[config.mk]
export PLATFORM = sky130hd
export DESIGN_NAME = core_boot_sequencer
export DESIGN_NICKNAME = d
export VERILOG_FILES = /design/src/rtl/core_boot_sequencer.sv
export SDC_FILE = /design/constraint.sdc
export NUM_CORES = 1
export LEC_CHECK = 0
export BUFFER_PORTS_ARGS = -buffer_cell sky130_fd_sc_hd__buf_2
export CAP_MARGIN = 10
export CORE_AREA = 2 2 94 96
export CTS_CLUSTER_DIAMETER = 40
export DETAILED_ROUTE_END_ITERATION = 8
export DIE_AREA = 0 0 96 98
export GPL_TIMING_DRIVEN = 0
export MAX_ROUTING_LAYER = met4
export PLACE_DENSITY_LB_ADDON = 0.05
export SETUP_SLACK_MARGIN = 0.05
export SLEW_MARGIN = 10
export SYNTH_ARGS = -nofsm -noshare
export SYNTH_HDL_FRONTEND = slang
export SYNTH_SLANG_ARGS = --single-unit
[constraint.sdc]
create_clock -name clk -period 2.2 [get_ports clk]
set_input_delay 0.44 -clock clk [delete_from_list [all_inputs] [get_ports clk]]
set_output_delay 0.44 -clock clk [all_outputs]
set_load 0.05 [all_outputs]
[src/rtl/core_boot_sequencer.sv]
// Boot sequencer: streams a program into IRAM, pulses core reset, runs the core for a
// programmed number of cycles, then streams DRAM words out for inspection.
//   state    | meaning
//   IDLE     | waiting for start, core held in reset
//   LOAD     | accepting program words into IRAM
//   CORE_RST | core reset pulse, RESET_CYCLES long
//   RUN      | core clock enabled for run_cycles (or until halt)
//   DUMP     | streaming DRAM words 0..DUMP_WORDS-1
//   DONE     | core frozen, waiting for a new start
module core_boot_sequencer #(
  parameter int IRAM_DEPTH   = 16,
  parameter int IRAM_AW      = 4,
  parameter int DRAM_AW      = 8,
  parameter int DUMP_WORDS   = 8,
  parameter int RESET_CYCLES = 2,
  parameter int CNT_W        = 16
) (
  input  logic               clk,
  input  logic               rst,
  input  logic               start,
  input  logic [CNT_W-1:0]   run_cycles,
  input  logic               halt,
  input  logic               load_valid,
  input  logic [31:0]        load_data,
  input  logic               load_last,
  output logic               load_ready,
  output logic               iram_write,
  output logic [IRAM_AW-1:0] iram_select,
  output logic [31:0]        iram_data,
  output logic               core_rst,
  output logic               core_clk_en,
  output logic [DRAM_AW-1:0] dram_select,
  input  logic [31:0]        dram_read_data,
  output logic               dump_valid,
  output logic [31:0]        dump_data,
  input  logic               dump_ready,
  output logic               busy,
  output logic               done,
  output logic               overflow
);

  localparam int RC_W = (RESET_CYCLES > 1) ? $clog2(RESET_CYCLES) : 1;
  localparam logic [IRAM_AW-1:0] LAST_IDX  = IRAM_AW'(IRAM_DEPTH - 1);
  localparam logic [DRAM_AW-1:0] LAST_DUMP = DRAM_AW'(DUMP_WORDS - 1);
  localparam logic [RC_W-1:0]    RC_INIT   = RC_W'(RESET_CYCLES - 1);

  typedef enum logic [2:0] {
    S_IDLE, S_LOAD, S_CORE_RST, S_RUN, S_DUMP, S_DONE
  } state_t;

  state_t state, state_next;

  logic [IRAM_AW-1:0] load_idx;
  logic [CNT_W-1:0]   run_cnt;
  logic [RC_W-1:0]    rst_cnt;
  logic               load_fire;
  logic               load_end;
  logic               dump_fire;

  assign load_fire = (state == S_LOAD) && load_valid;
  assign load_end  = load_fire && (load_last || (load_idx == LAST_IDX));
  assign dump_fire = dump_valid && dump_ready;

  assign load_ready  = (state == S_LOAD);
  assign core_rst    = (state == S_IDLE) || (state == S_LOAD) || (state == S_CORE_RST);
  assign core_clk_en = (state == S_RUN);
  assign busy        = (state != S_IDLE) && (state != S_DONE);
  assign done        = (state == S_DONE);
  assign dump_data   = dram_read_data;

  always_ff @(posedge clk) begin
    if (rst) state <= S_IDLE;
    else     state <= state_next;
  end

  always_comb begin
    state_next = state;
    case (state)
      S_IDLE, S_DONE: if (start) state_next = S_LOAD;
      S_LOAD:         if (load_end) state_next = S_CORE_RST;
      S_CORE_RST: begin
        if (rst_cnt == '0) state_next = (run_cnt == '0) ? S_DUMP : S_RUN;
      end
      // the cycle in which halt is sampled is still an enabled core cycle
      S_RUN:  if (halt || (run_cnt == CNT_W'(1))) state_next = S_DUMP;
      S_DUMP: if (dump_fire && (dram_select == LAST_DUMP)) state_next = S_DONE;
      default: state_next = S_IDLE;
    endcase
  end

  always_ff @(posedge clk) begin
    if (rst) begin
      iram_write  <= 1'b0;
      iram_select <= '0;
      iram_data   <= '0;
      dram_select <= '0;
      dump_valid  <= 1'b0;
      overflow    <= 1'b0;
      load_idx    <= '0;
      run_cnt     <= '0;
      rst_cnt     <= '0;
    end else begin
      iram_write <= 1'b0;
      if (state != S_DUMP) begin
        dram_select <= '0;
        dump_valid  <= 1'b0;
      end
      case (state)
        S_IDLE, S_DONE: begin
          if (start) begin
            run_cnt  <= run_cycles;
            load_idx <= '0;
            overflow <= 1'b0;
          end
        end
        S_LOAD: begin
          if (load_fire) begin
            iram_write  <= 1'b1;
            iram_select <= load_idx;
            iram_data   <= load_data;
            load_idx    <= load_idx + IRAM_AW'(1);
            if ((load_idx == LAST_IDX) && !load_last) overflow <= 1'b1;
          end
          if (load_end) rst_cnt <= RC_INIT;
        end
        S_CORE_RST: if (rst_cnt != '0) rst_cnt <= rst_cnt - RC_W'(1);
        S_RUN:      run_cnt <= run_cnt - CNT_W'(1);
        S_DUMP: begin
          // one settle cycle with dump_valid low after entry and after every transfer
          if (dump_fire) begin
            dump_valid <= 1'b0;
            if (dram_select != LAST_DUMP) dram_select <= dram_select + DRAM_AW'(1);
          end else begin
            dump_valid <= 1'b1;
          end
        end
        default: ;
      endcase
    end
  end

endmodule
==> results by group, run 1 <==
Status
  – Status: finished with violations
  – Failing checks: negative setup slack

Setup path
  – Worst setup SP type: register
  – Reg2Reg Depth: 5
  – WP data arrival: 2450 ps
  – R2R Setup Slk: -20 ps
  – Crit end category: register
  – Worst r2r dst: state[0]$_SDFFE_PP0P_
  – Critical path's slowest cell: or4_4
  – Most used cell, CP: or4_4
  – Crit path largest cell delay: 570 ps
  – Cell Chain, Critical Path: or4_4 > or4_4 > a21oi_4 > a21boi_4 > mux2_4
  – Worst r2r src: run_cnt[5]$_SDFFE_PP0P_
  – CP Data Required Time: 2430 ps
  – CP Max Fanout: 5
  – Setup CP Type: reg -> reg

STA
  – Endpoints failing setup: 1
  – Period utilisation layout: 101%
  – Relative slew slack: 61.6%
  – Clock skew: 7.25 ps
  – Endpoints failing hold: 0
  – Fin worst setup slack: -15.2 ps
  – Max Transition Viols Final: 0
  – Unrepaired setup endpoints after global routing: yes
  – Period minus WS final: 2220 ps
  – Worst-margin pin slew: 577 ps
  – Fmax: 451 MHz

Global routing
  – Largest net degree at the start of global routing: 13
  – Vias in the first global route: 3,055
  – First-pass GRT wire length: 13,800 microns
  – Tot GR Track Use: 18.9%
  – GRT overflow: 0
  – Initial antenna violation count: 0

Routing
  – DRT Wirelength: 8810 microns
  – DRC Markers: 0
  – Wirelength per Cell: 12.7 microns
  – DRT iter0 DRCs: 109
  – Antenna-violating nets left: 0
  – TritonRoute pass-1 iters: 4
  – Vias per Instance: 4.88
  – Vias post-DR: 3,382

Cells and area
  – Final nets: 672
  – Ant diodes: 0
  – Fraction of layout cells with a size suffix above 1: 37.6%
  – Filler cells: 840
  – Synth-to-layout area growth: 34.7%
  – Register Area: 1430 sq um
  – Commonest non-fill, non-tap cell in the layout: buf_2
  – Final Cell Area: 4480 sq um
  – Multi-input logic area: 1610 sq um
  – Commonest cells after routing, fill and taps aside: buf_2, nand2_1, dfxtp_1, a21oi_1, buf_4

Placement
  – Pre-CTS setup slack: -235 ps
  – Hpwl dp: 6470 microns
  – Placed Area: 4170 sq um
  – Port Buffers: 137
  – Placer congestion estimate: 0.854

Clocking
  – Clk buf depth: 2
  – Root Driver: clkbuf_8
  – Num CTS Buffers: 9
  – Worst-Skew Late Latency: 340 ps
  – Worst-path clk slew: 70 ps
  – CTS Sinks: 71
  – Max H-tree Level: 3
  – CTS tree: built
  – Cts hold-fix bufs: 0

Pwr
  – Leakage: 2.02 nW
  – PwrDens: 959 nW/um^2
  – Peak supply drop: 0.433 mV

Floorplanning
  – Die area: 9410 sq um
  – # IOs: 171
  – Die X-Extent: 96 microns
  – Initial core utilization: 39.3%
  – Die Height: 98 microns
  – Core box area: 8470 sq um
  – Site row count: 34

Logic synthesis
  – Sequential cell area fraction in the yosys report: 42.7%
  – Synth Cell Area: 3330 sq um
  – Post-Syn Instances: 425
  – Yosys cell types: 49
  – Ys flop type: dfxtp_1
  – Seq cells post-synth: 71
  – Syn nets: 517
  – FFs w/ async S/R, synth: 0%
  – Synth warn: 0
  – EDFF count, synth: 0
  – Avg Cell Area, Syn: 7.83 sq um

Hold path
  – Hold Path End: dump_valid$_SDFF_PP0_
  – Hold depth: 2
  – Hold Crit Class: in -> reg
  – Worst hold start: dump_ready

Job
  – Max_cap viols: 0
-- per-stage QoR --
step	utilization, %	cells	power, W	TNS, ps	hold slack, ps
6_report	52.9	693	0.00430	-15.2	297
5_1_grt	52.9	693	0.00456	-65.8	307
4_1_cts	52.6	692	0.00431	-60.6	287
3_5_place_dp	49.3	670	0.00320	-833	443
3_3_place_gp	49.3	670	0.00319	-670	440
2_1_floorplan	-	425	0.00281	0	451
-- worst max path at each step --
| stage | start | endpoint | slack [ps] |
|---|---|---|---|
| 3_5_place_dp | state[1]$_SDFFE_PP0P_ | run_cnt[11]$_SDFFE_PP0P_ | -240 |
| 2_1_floorplan | run_cnt[1]$_SDFFE_PP0P_ | state[0]$_SDFFE_PP0P_ | 20 |
| 3_3_place_gp | state[1]$_SDFFE_PP0P_ | run_cnt[11]$_SDFFE_PP0P_ | -180 |
| 6_report | run_cnt[5]$_SDFFE_PP0P_ | state[0]$_SDFFE_PP0P_ | -20 |
| 4_1_cts | run_cnt[1]$_SDFFE_PP0P_ | state[0]$_SDFFE_PP0P_ | -60 |
| 5_1_grt | run_cnt[11]$_SDFFE_PP0P_ | state[0]$_SDFFE_PP0P_ | -60 |
-- flip-flops by register name, summed over array words and instances, names as in the netlist --
signal and cells:
overflow 1, iram_write 1, dram_select 8, iram_data 32, load_idx 4, state 3, iram_select 4, rst_cnt 1
run_cnt 16, dump_valid 1
-- final cells by class --
| class | instances | area share (%) |
|---|---|---|
| Clock inverter | 6 | 1.37 |
| Sequential cell | 71 | 32.0 |
| Multi-Input combinational cell | 289 | 35.8 |
| Clock buffer | 10 | 2.85 |
| Timing Repair Buffer | 146 | 16.8 |
| Buffer | 56 | 7.51 |
| Inverter | 7 | 0.642 |
| Tap cell | 108 | 3.02 |
-- power by group --
part / switching [W] / total (W) / internal, W
Combinational: 0.00115 / 0.00171 / 0.000559
Sequential: 0.000127 / 0.00158 / 0.00145
Clock: 0.000489 / 0.00101 / 0.000520
Total: 0.00177 / 0.00430 / 0.00253
-- logic make-up (layout without fill, tap and decap cells) --
logic type / after synthesis / after routing / synth area share [%]
xor gates and xnor gates: 9 / 9 / 2.37
DFF: 71 / 71 / 42.7
muxes: 2 / 2 / 0.639
buffers and inverters: 65 / 225 / 11.1
AOI/OAI and AO/OA: 92 / 92 / 16.7
adders and majority gates: 5 / 5 / 1.88
and+or+nand+nor: 181 / 181 / 24.6
-- layer usage --
layer | GRT usage [%] | up-vias | wire (microns)
met3 | 4.94 | 13 | 636
met1 | 23.7 | 1507 | 3960
met2 | 30.0 | 120 | 4100
li1 | - | 1742 | -
met4 | 5.16 | 0 | 121
met5 | - | - | 0
-- worst max-delay path, delay by kind of cell (launching register included) --
kind	cells	cell delay, ps
compound gates	2	360
flops	1	350
simple gates	2	1090
mux	1	310
-- what timing repair did --
action | CTS | global route
cloned | 0 | 0
setup buffers | 6 | 3
gates resized for setup | 12 | 12
endpoints found under the setup margin | 7 | 18
pin swaps | 3 | 3
-- synth_stat cells (2+ instances only) --
master    instances  share of area [%]
clkbuf_1         22                2.5
inv_1             6               0.68
xnor2_1           2               0.53
o311ai_0          4                1.1
a211oi_1          3               0.68
and3b_1           2               0.53
buf_2             3               0.45
o211ai_1          5                1.1
nand3_1           6               0.90
buf_4            32                7.2
and3_1            5               0.94
nor4_1            3               0.56
xor2_1            7                1.8
or4_1             2               0.45
nand4_1           4               0.75
or3_1             8                1.5
nand3b_1          2               0.45
or2_2             2               0.38
a21oi_1          53                8.0
ha_1              5                1.9
nand2_1          99                 11
o21ai_0           4               0.60
nor2_1           30                3.4
nor2b_1           3               0.56
nor3_1            8                1.2
dfxtp_1          71                 43
a31oi_1          12                2.3
No activity file was read; power rests on OpenSTA's default activity.
==> inputs of run 2 (changes only) <==
- SKIP_CTS_REPAIR_TIMING: default -> 1
==> run 2 against run 1 <==
Effect of this change:
- the run still ends with negative setup slack left
- fmax fell by 3.4%
- clock power hardly changed
- global-route usage decreased by 0.57 points
- combinational power about the same
- critical path depth up 1
- sequential share of layout area shrank 0.27 points
- count of clock-buffer cells in the layout is the same
- core utilization grew 0.40 points
- sequential power is essentially flat
==> results by group, run 2 (synthesis results as in run 1) <==
Status
  – Status: finished with violations
  – Failing checks: negative setup slack

Cells and area
  – Final Core Density: 53.3%
  – Largest regs: iram_data x32, run_cnt x16, dram_select x8
  – Commonest cells after routing, fill and taps aside: buf_2, nand2_1, dfxtp_1, a21oi_1, buf_4
  – Largest register FFs: 32
  – Register Area: 1430 sq um
  – Fraction of layout cells with a size suffix above 1: 37.9%
  – Commonest non-fill, non-tap cell in the layout: buf_2
  – Ant diodes: 0
  – Synth-to-layout area growth: 35.7%
  – Final Cell Area: 4520 sq um
  – Filler cells: 827
  – Largest register by flop count: iram_data
  – Final nets: 676
  – Multi-input logic area: 1610 sq um

Setup path
  – Reg2Reg Depth: 6
  – Setup CP Type: reg -> reg
  – WP data arrival: 2530 ps
  – Crit end category: register
  – Worst setup SP type: register
  – CP Data Required Time: 2430 ps
  – CP Max Fanout: 7

Floorplanning
  – Die area: 9410 sq um
  – Die Height: 98 microns
  – Die X-Extent: 96 microns
  – # IOs: 171
  – Core box area: 8470 sq um
  – Initial core utilization: 39.3%
  – Site row count: 34

Clocking
  – CTS Sinks: 71
  – Num CTS Buffers: 9
  – CTS tree: built
  – Root Driver: clkbuf_8
  – Worst-Skew Late Latency: 340 ps
  – Worst-path clk slew: 70 ps
  – Clk buf depth: 2
  – Max H-tree Level: 3

Routing
  – DRT iter0 DRCs: 92
  – DRT Wirelength: 8850 microns
  – Vias post-DR: 3,400
  – Vias per Instance: 4.88
  – TritonRoute pass-1 iters: 4
  – Antenna-violating nets left: 0
  – DRC Markers: 0
  – Wirelength per Cell: 12.7 microns

Global routing
  – Met1 Use GR: 22.8%
  – Initial antenna violation count: 0
  – Grt met3 use: 4.94%
  – Vias in the first global route: 2,999
  – GRT overflow: 0
  – Largest net degree at the start of global routing: 13
  – Met2 Track Usage GR: 29.1%
  – First-pass GRT wire length: 13,400 microns
  – Busiest metal layer after global routing: met2
  – Tot GR Track Use: 18.3%

STA
  – Endpoints failing setup: 2
  – Fin worst setup slack: -93.0 ps
  – Fmax: 436 MHz
  – Period utilisation layout: 104%
  – Period minus WS final: 2290 ps
  – Clock skew: 6.17 ps
  – Max Transition Viols Final: 0
  – Endpoints failing hold: 0
  – Relative slew slack: 62.1%
  – Setup TNS: -111 ps
  – Worst-margin pin slew: 569 ps
  – Unrepaired setup endpoints after global routing: yes

Pwr
  – Sw Pwr: 0.00177 W
  – Total chip power: 0.00430 W
  – Sw Share: 41.2%
  – Leakage: 2.03 nW
  – Internal Pwr Total: 0.00253 W
  – PwrDens: 951 nW/um^2
  – Combinational share of power: 39.7%
  – Clock Power Share: 23.6%
  – Peak supply drop: 0.407 mV
  – Register share of total power: 36.8%

Placement
  – Hpwl dp: 6470 microns
  – Placed Area: 4170 sq um
  – Port Buffers: 137
  – Placer congestion estimate: 0.854

Hold path
  – Hold Crit Class: in -> reg
  – Hold depth: 2

Job
  – Max_cap viols: 0
run 2: area by class of cell:
cell class,instances,area share [%]
timing repair buffer,148,17.0
inverter,7,0.693
clock buffer,10,2.83
timing repair inverter,1,0.166
multi-input combinational,289,35.6
buffer,57,7.70
clock inverter,6,1.36
sequential,71,31.7
tap,108,2.99
run 2: through the flow:
step / setup slack (ps) / instances / hold slack [ps]
5_1_grt: -131 / 697 / 307
3_3_place_gp: -184 / 670 / 440
3_5_place_dp: -235 / 670 / 443
6_report: -93.0 / 697 / 296
2_1_floorplan: 23.9 / 425 / 451
4_1_cts: -249 / 686 / 287
run 2: layer usage:
metal / vias up / routed length (microns)
met5: - / 0
met4: 0 / 128
met3: 15 / 623
met2: 126 / 4120
met1: 1512 / 3980
li1: 1747 / -
run 2: critical path, stage by stage, from the launching register on:
cell and delay (ps):
dfxtp_4 370, or4_4 540, buf_6 150, or4_4 440
a21oi_4 180, a21boi_4 210, mux2_4 310
run 2: path summary, 6_finish.rpt:
check	from	end	slack, ps
setup reg to reg	run_cnt[4]$_SDFFE_PP0P_	state[0]$_SDFFE_PP0P_	-90
setup / recovery	run_cnt[4]$_SDFFE_PP0P_	state[0]$_SDFFE_PP0P_	-90
hold / removal	dump_ready	dump_valid$_SDFF_PP0_	300
hold reg to reg	iram_data[20]$_SDFFE_PP0P_	iram_data[20]$_SDFFE_PP0P_	450
run 2: power groups by stage:
| stage | Combinational [W] | Clock, W | Sequential, W |
|---|---|---|---|
| after floorplan | 0.000948 | 0 | 0.00186 |
| after global routing | 0.00186 | 0.00110 | 0.00160 |
| after CTS | 0.00161 | 0.00104 | 0.00157 |
| final | 0.00170 | 0.00101 | 0.00158 |
| after global placement | 0.00160 | 0 | 0.00159 |
| after detailed placement | 0.00160 | 0 | 0.00160 |
